<file path="config.mk">
export PLATFORM = sky130hd
export DESIGN_NAME = cla_nibble_sched
export DESIGN_NICKNAME = d
export VERILOG_FILES = /design/src/rtl/cla_nibble_sched.sv
export SDC_FILE = /design/constraint.sdc
export NUM_CORES = 1
export LEC_CHECK = 0
export CAP_MARGIN = 20
export CORE_MARGIN = 1
export CORE_UTILIZATION = 46
export CTS_CLUSTER_DIAMETER = 80
export DETAILED_ROUTE_END_ITERATION = 10
export GPL_ROUTABILITY_DRIVEN = 0
export PLACE_DENSITY = 0.8
export SLEW_MARGIN = 20
export SYNTH_ARGS = -nofsm -noshare
export SYNTH_HDL_FRONTEND = slang
export SYNTH_SLANG_ARGS = --single-unit
</file>
<file path="constraint.sdc">
create_clock -name clk -period 2.9 [get_ports clk]
set_input_delay 0.29 -clock clk [delete_from_list [all_inputs] [get_ports clk]]
set_output_delay 0.29 -clock clk [all_outputs]
set_load 0.03 [all_outputs]
</file>
<file path="src/rtl/cla_nibble_sched.sv">
// cla_nibble_sched: two-requester front end sharing one 4-bit carry-lookahead
// slice. An accepted operation is added one nibble per cycle, least-significant
// first, with the slice carry fed back through a register. The result is held
// until the consumer takes it.
module cla_nibble_sched #(
  parameter int NIBBLES = 4
) (
  input  logic                 clk,
  input  logic                 rst_n,

  input  logic                 in0_valid,
  output logic                 in0_ready,
  input  logic [4*NIBBLES-1:0] in0_a,
  input  logic [4*NIBBLES-1:0] in0_b,
  input  logic                 in0_cin,

  input  logic                 in1_valid,
  output logic                 in1_ready,
  input  logic [4*NIBBLES-1:0] in1_a,
  input  logic [4*NIBBLES-1:0] in1_b,
  input  logic                 in1_cin,

  output logic                 out_valid,
  input  logic                 out_ready,
  output logic [4*NIBBLES-1:0] out_sum,
  output logic                 out_cout,
  output logic                 out_id,
  output logic                 busy
);

  localparam int W     = 4 * NIBBLES;
  localparam int IDX_W = (NIBBLES > 1) ? $clog2(NIBBLES) : 1;
  localparam logic [IDX_W-1:0] LAST_IDX = IDX_W'(NIBBLES - 1);

  typedef enum logic [1:0] {
    S_IDLE = 2'd0,
    S_RUN  = 2'd1,
    S_DONE = 2'd2
  } state_t;

  // 4-bit carry-lookahead slice: every internal carry is formed directly from
  // generate/propagate terms and the slice carry-in, no ripple between bits.
  function automatic logic [4:0] cla4(input logic [3:0] a,
                                      input logic [3:0] b,
                                      input logic       c0);
    logic [3:0] g;
    logic [3:0] p;
    logic       c1, c2, c3, c4;
    g  = a & b;
    p  = a ^ b;
    c1 = g[0] | (p[0] & c0);
    c2 = g[1] | (p[1] & g[0]) | (p[1] & p[0] & c0);
    c3 = g[2] | (p[2] & g[1]) | (p[2] & p[1] & g[0])
              | (p[2] & p[1] & p[0] & c0);
    c4 = g[3] | (p[3] & g[2]) | (p[3] & p[2] & g[1])
              | (p[3] & p[2] & p[1] & g[0])
              | (p[3] & p[2] & p[1] & p[0] & c0);
    return {c4, p ^ {c3, c2, c1, c0}};
  endfunction

  state_t           state_q, state_d;
  logic [IDX_W-1:0] idx_q,   idx_d;
  logic             carry_q, carry_d;
  logic [W-1:0]     sum_q,   sum_d;
  logic             cout_q,  cout_d;
  logic             id_q,    id_d;
  logic             last_q,  last_d;
  logic [W-1:0]     a_q,     a_d;
  logic [W-1:0]     b_q,     b_d;

  logic             grant_id;
  logic             accept;
  logic [3:0]       nib_a;
  logic [3:0]       nib_b;
  logic [3:0]       slice_sum;
  logic             slice_cout;

  // Round-robin pick: a lone requester always wins, a tie goes to the one
  // that was not granted last. Acceptance is only possible in IDLE.
  always_comb begin
    if (in0_valid && in1_valid) begin
      grant_id = !last_q;
    end else begin
      grant_id = in1_valid;
    end
    accept = (state_q == S_IDLE) && (in0_valid || in1_valid);
  end

  assign in0_ready = accept && !grant_id;
  assign in1_ready = accept &&  grant_id;
  assign out_valid = (state_q == S_DONE);
  assign busy      = (state_q != S_IDLE);
  assign out_sum   = sum_q;
  assign out_cout  = cout_q;
  assign out_id    = id_q;

  // Route the current nibble of the captured operands to the shared slice.
  always_comb begin
    nib_a = '0;
    nib_b = '0;
    for (int n = 0; n < NIBBLES; n++) begin
      if (idx_q == IDX_W'(n)) begin
        nib_a = a_q[4*n +: 4];
        nib_b = b_q[4*n +: 4];
      end
    end
  end

  assign {slice_cout, slice_sum} = cla4(nib_a, nib_b, carry_q);

  // Next-state and datapath update for IDLE -> RUN -> DONE sequencing.
  always_comb begin
    state_d = state_q;
    idx_d   = idx_q;
    carry_d = carry_q;
    sum_d   = sum_q;
    cout_d  = cout_q;
    id_d    = id_q;
    last_d  = last_q;
    a_d     = a_q;
    b_d     = b_q;

    case (state_q)
      S_IDLE: begin
        if (accept) begin
          a_d     = grant_id ? in1_a   : in0_a;
          b_d     = grant_id ? in1_b   : in0_b;
          carry_d = grant_id ? in1_cin : in0_cin;
          id_d    = grant_id;
          last_d  = grant_id;
          idx_d   = '0;
          state_d = S_RUN;
        end
      end

      S_RUN: begin
        for (int n = 0; n < NIBBLES; n++) begin
          if (idx_q == IDX_W'(n)) begin
            sum_d[4*n +: 4] = slice_sum;
          end
        end
        carry_d = slice_cout;
        if (idx_q == LAST_IDX) begin
          cout_d  = slice_cout;
          idx_d   = '0;
          state_d = S_DONE;
        end else begin
          idx_d = idx_q + 1'b1;
        end
      end

      S_DONE: begin
        // Result registers are left untouched so they stay stable until taken.
        if (out_ready) begin
          state_d = S_IDLE;
        end
      end

      default: begin
        state_d = S_IDLE;
      end
    endcase
  end

  // Control and result state; reset aborts any operation in flight.
  always_ff @(posedge clk or negedge rst_n) begin
    if (!rst_n) begin
      state_q <= S_IDLE;
      idx_q   <= '0;
      carry_q <= 1'b0;
      sum_q   <= '0;
      cout_q  <= 1'b0;
      id_q    <= 1'b0;
      last_q  <= 1'b1;
    end else begin
      state_q <= state_d;
      idx_q   <= idx_d;
      carry_q <= carry_d;
      sum_q   <= sum_d;
      cout_q  <= cout_d;
      id_q    <= id_d;
      last_q  <= last_d;
    end
  end

  // Captured operands; only meaningful while an operation is in flight.
  always_ff @(posedge clk) begin
    a_q <= a_d;
    b_q <= b_d;
  end

endmodule

</file>
Yosys cells after proc, flatten, opt, wreduce, memory -nomap -nowiden
Cells that the tools add are included.

cells by class
  bitwise operators = 29
  multiplexer cells = 21
  add/sub/neg operators = 1
  reductions and logical operators = 18
  equal/unequal tests = 8

operator list
  operator                                                number
  two-way mux 16 bit                                      2
  two-way mux 4 bit                                       8
  AND 1 bit                                               16
  AND reduction 2 bit                                     6
  two-way mux 2 bit                                       5
  OR 1 bit                                                10
  XOR 4 bit                                               2
  equality test 2 bit (second input constant)             3
  one-hot mux 2 bit (3 select lines)                      1
  AND 4 bit                                               1
  equality test 2 x 1 -> 1 bit (second input constant)    2
  logical AND 1 bit                                       4
  zero test 2 bit                                         2
  inequality test 2 bit (second input constant)           2
  one-hot mux 2 bit (2 select lines)                      1
  nonzero test 2 bit                                      2
  two-way mux 1 bit                                       3
  AND reduction 3 bit                                     1
  adder 2 x 1 -> 2 bit (second input constant)            1
  zero test 1 bit                                         2
  inequality test 2 x 1 -> 1 bit (second input constant)  1
  one-hot mux 1 bit (2 select lines)                      1
  logical OR 1 bit                                        1

word-level totals
  register bits = 56
  input port bits = 71
  output and inout port bits = 22
  word-level logic and storage cells = 89

Longest topological paths before layout
  depth in word-level cells = 12
  depth in mapped cells = 12
  gate-level depth less buffers = 11

Worst setup path before layout
OpenSTA, ideal clock, no wires.

  kind = register to register
  start point = register idx_q[0]
  end point = register sum_q[11], in the netlist out_sum[11]
  data arrival time = 2376 ps
  stages on the path, launching flop included = 13
  data required time = 2768 ps
  buffers on the path = 1
  clock period less this slack = 2508 ps
  setup time = 132 ps
  path slack = 392 ps
  cells stage by stage = dfrtp_1 > inv_1 > ha_1 > clkbuf_1 > nand3b_1 > a21oi_1 > a21oi_1 > o21ai_0 > ha_1 > a211oi_2 > o21bai_1 > xnor2_1 > o21ai_0

between the ends
  word-level cells in the longest chain between the ends = 11
  elaborated cells on any way between the ends = 24
  classes of those cells = eq/ne: 3; mux: 8; bitwise: 11; reduce/logical: 2

ends and longest elaborated chain
  item                                           line    source
  start: declaration                             62      logic [IDX_W-1:0] idx_q, idx_d;
  start signal: assignment                       177     idx_q <= idx_d;
  zero test 2 bit                                102     if (idx_q == IDX_W'(n)) begin
  two-way mux 4 bit (4 in a row)                 102
  XOR 4 bit / AND 4 bit (equally long branches)  50, 49
  AND 1 bit, on equally long branches            53, 54
  OR 1 bit (tied with other cells)               53      c3 = g[2] | (p[2] & g[1]) | (p[2] & p[1] & g[0])
  OR 1 bit / AND 1 bit (equally long branches)   53, 54
  OR 1 bit                                       54      | (p[2] & p[1] & p[0] & c0);
  XOR 4 bit                                      58      return {c4, p ^ {c3, c2, c1, c0}};
  end signal: assignment                         179     sum_q <= sum_d;
  end: declaration                               64      logic [W-1:0] sum_q, sum_d;

Parallel ways exist; a longest one is shown, timed or not.
A chain may end at the register's enable or synchronous reset.

Worst setup path after layout
  start point = register idx_q[1]
  end point = register carry_q

between the ends
  word-level cells in the longest chain between the ends = 12
  elaborated cells on any way between the ends = 26
  classes of those cells = eq/ne: 3; mux: 9; bitwise: 13; reduce/logical: 1

ends and longest elaborated chain
  item                                           line        source
  zero test 2 bit                                102
  two-way mux 4 bit (4 in a row)                 102
  XOR 4 bit / AND 4 bit (equally long branches)  50, 49
  AND 1 bit, on equally long branches            55, 56, 57
  OR 1 bit (tied with other cells) (2 in a row)  55          c4 = g[3] | (p[3] & g[2]) | (p[3] & p[2] & g[1])
  OR 1 bit / AND 1 bit (equally long branches)   56, 57
  OR 1 bit *                                     57          | (p[3] & p[2] & p[1] & p[0] & c0);
  one-hot mux 1 bit (2 select lines) *           123         case (state_q)
  end signal: assignment                         178         carry_q <= carry_d;
  end: declaration                               63          logic carry_q, carry_d;

Mark *: on every way between the ends. The rest lies on a longest branch, timed or not.

==> flow_metrics.tcl <==
set metrics [dict create \
    status "completed" \
    viasPerCell 5.06 \
    final.setup.tns_ns 0 \
    worstSetupStartpointType "flop" \
    r2r-start "idx_q[1]" \
    final_nets 401 \
    r2r_setup_slack_ns 0.27 \
    grt_usage_pct 18.1 \
    dr.pass1.iters 4 \
    core_sq_mm 0.00596 \
    endpoint_kind "flop" \
    cpLargestDelayFamily "compound AO/OA/AOI/OAI gates" \
    placementRows 28 \
    leakagePower_uw 0.00160 \
    clockRootBuffer "clkbuf_8" \
    reg2reg_depth 11 \
    max_cap_viol_count 0 \
    cts_tree "done" \
    worstHoldPathType "in -> async" \
    cts.htree.levels 2 \
    ys_warn_count 0 \
    die_x_um 80.9 \
    dp_hpwl_um 4140 \
    cp_num_buf_inv 1 \
    max_stage_delay_ns 0.41 \
    cp_cell_sequence "inv_1 > ha_2 > nand2_1 > a21oi_1 > a21oi_1 > o21ai_1 > ha_1 > a211oi_2 > o21bai_1 > a21oi_1 > o221ai_1" \
    setup_viol 0 \
    post-route-period-util_pct 90.7 \
    cp_slowest_cell "dfrtp_1" \
    synth-seq-area-share_pct 54.6 \
    clkSlewWorstSetupHoldPaths_ns 0.10 \
    layout-drive-gt1-share_pct 19.9 \
    synth_cell_types 31 \
    io_buffer_count 92 \
    die-area_sq_mm 0.00654 \
    finalHoldWorstSlack_ns 0.487 \
    num_io_pins 93 \
    fill_cells 460 \
    clock_sinks 56 \
    avgSynthCellArea_sq_um 12.9 \
    cp.required_ns 3.08 \
    powerDensity_mw_per_mm2 998 \
    critPathMaxFanout 14 \
    rsz0062_at_grt "no" \
    syn_area_sq_mm 0.00286 \
    clock_skew_ns 0.00872 \
    vias 2007 \
    cpMostUsedCell "a21oi_1" \
    cts_setup_buffers 0 \
    drt_iter0_drc 50 \
    min_period_ns 2.63 \
    clock_latency_ns 0.31 \
    initial_core_util_pct 48.0 \
    synth-seq-cells 56 \
    drv_slew 0 \
    synth_top_area_share_pct 33.6 \
    path_class "reg -> reg" \
    worstPathArrival_ns 2.81 \
    grt_start_max_net_pins 36 \
    drc 0 \
    ir_drop_mv 0.559 \
    fmax_ghz 0.380 \
    wire_per_inst_um 13.9 \
    n_antenna_cell 0 \
    antenna_found_initial 0 \
    synth_nets 302 \
    die_y_um 80.9 \
    hold_violations 0 \
    synth_top_area_cell "edfxtp_1" \
    grt_overflow 0 \
    relSlewSlack_pct 61.2 \
    area_growth_pct 38.7 \
    routed_wl_um 5520 \
    synth_cells 222 \
    cts_buffers 5 \
    drtAntennaViolNets 0 \
    tightest_slew_ns 0.581 \
    grt_pass1_wl_um 8870 \
    first_global_vias 1979 \
    r2r_end "carry_q" \
    clk_path_buf_depth 2 \
    ys_top_cells_by_area "edfxtp_1 34%, dfrtp_1 20%, mux2_4 15%" \
]
## cells in the final DEF (no fill, tap or decap), drive strengths merged, types with 2 or more instances in the layout
master / count
clkinv: 2
inv: 5
edfxtp: 32
nor2: 3
xnor2: 2
ha: 8
o21ai: 26
nand3: 2
clkbuf: 6
nand2b: 2
nand2: 34
nand3b: 8
o31ai: 2
mux2: 36
clkdlybuf4s50: 89
dfrtp: 23
a21oi: 18
o21bai: 2
buf: 11
## cell usage after synthesis (all sizes together)
cell type and n:
buf 7, nand2 34, edfxtp 32, clkbuf 2, a31oi 1, o21bai 2
a211oi 1, mux2 36, a21boi 1, mux2i 1, and2b 1, nor2 3
o21ai 26, nand3 2, o31ai 2, xnor2 2, nand2b 2, a21o 1
ha 8, a21oi 18, nand3b 8, o221ai 1, dfstp 1, and2 1
fa 1, dfrtp 23, inv 5
## stage by stage
step / cell area [sq um] / setup slack (ns) / power [uW] / utilization, % / std cells
final: 3970 / 0.269 / 3960 / 66.6 / 397
after global routing: 3970 / 0.0258 / 4230 / 66.6 / 397
after CTS: 3950 / 0.0227 / 3940 / 66.3 / 396
after detailed placement: 3860 / 0.0716 / 3490 / 64.8 / 388
after global placement: 3860 / 0.233 / 3420 / 64.8 / 388
after floorplan: 2860 / 0.392 / 2760 / - / 222
## cell type report
cell class,instances,area (sq um),area share (%)
Sequential cell,56,1560,39.4
Multi-Input combinational cell,152,1220,30.7
Timing Repair Buffer,101,981,24.7
Tap cell,75,93.8,2.36
Clock buffer,6,82.6,2.08
Inverter,5,18.8,0.473
Clock inverter,2,10.0,0.252
## sequential cells by signal, summed over array words and instances, names as in the netlist
signal / count
a_q: 16
b_q: 16
out_sum: 16
idx_q: 2
state_q: 2
carry_q: 1
last_q: 1
out_cout: 1
out_id: 1
## power breakdown
group / total [uW] / switching, uW / internal, uW
Sequential: 1340 / 144 / 1200
Clock: 430 / 239 / 191
Combinational: 2190 / 1230 / 962
Total: 3960 / 1610 / 2350
## cell families after synthesis
| family | count (synthesis) | share of synthesized area [%] |
|---|---|---|
| and+or+nand+nor | 51 | 8.44 |
| buffers and inverters | 14 | 3.19 |
| muxes | 37 | 18.3 |
| DFF | 56 | 54.6 |
| AOI/OAI and AO/OA | 53 | 10.6 |
| xor gates and xnor gates | 2 | 0.612 |
| adders and majority gates | 9 | 4.20 |
## layer usage
layer,vias to the layer above,wire length (um),GRT usage (%)
met5,-,0,0
met4,0,112,8.04
met3,11,282,4.27
met2,65,2730,31.3
met1,933,2390,21.3
li1,998,-,-
## worst max path at each step
stage,startpoint,to,slack [ns],cells after the start
3_5_place_dp,idx_q[1],out_sum[7],0.07,11
3_3_place_gp,idx_q[1],out_sum[11],0.23,11
6_report,idx_q[1],carry_q,0.27,11
5_1_grt,idx_q[1],carry_q,0.03,11
2_1_floorplan,idx_q[0],out_sum[11],0.39,12
4_1_cts,idx_q[1],out_sum[7],0.02,11
## what timing repair did
item | CTS | global route
hold buffers | 0 | 1
endpoints found under the setup margin | 0 | 10
endpoints found under the hold margin | 0 | 23
resized for setup | 0 | 6
Power figures use the tool's default switching activity.
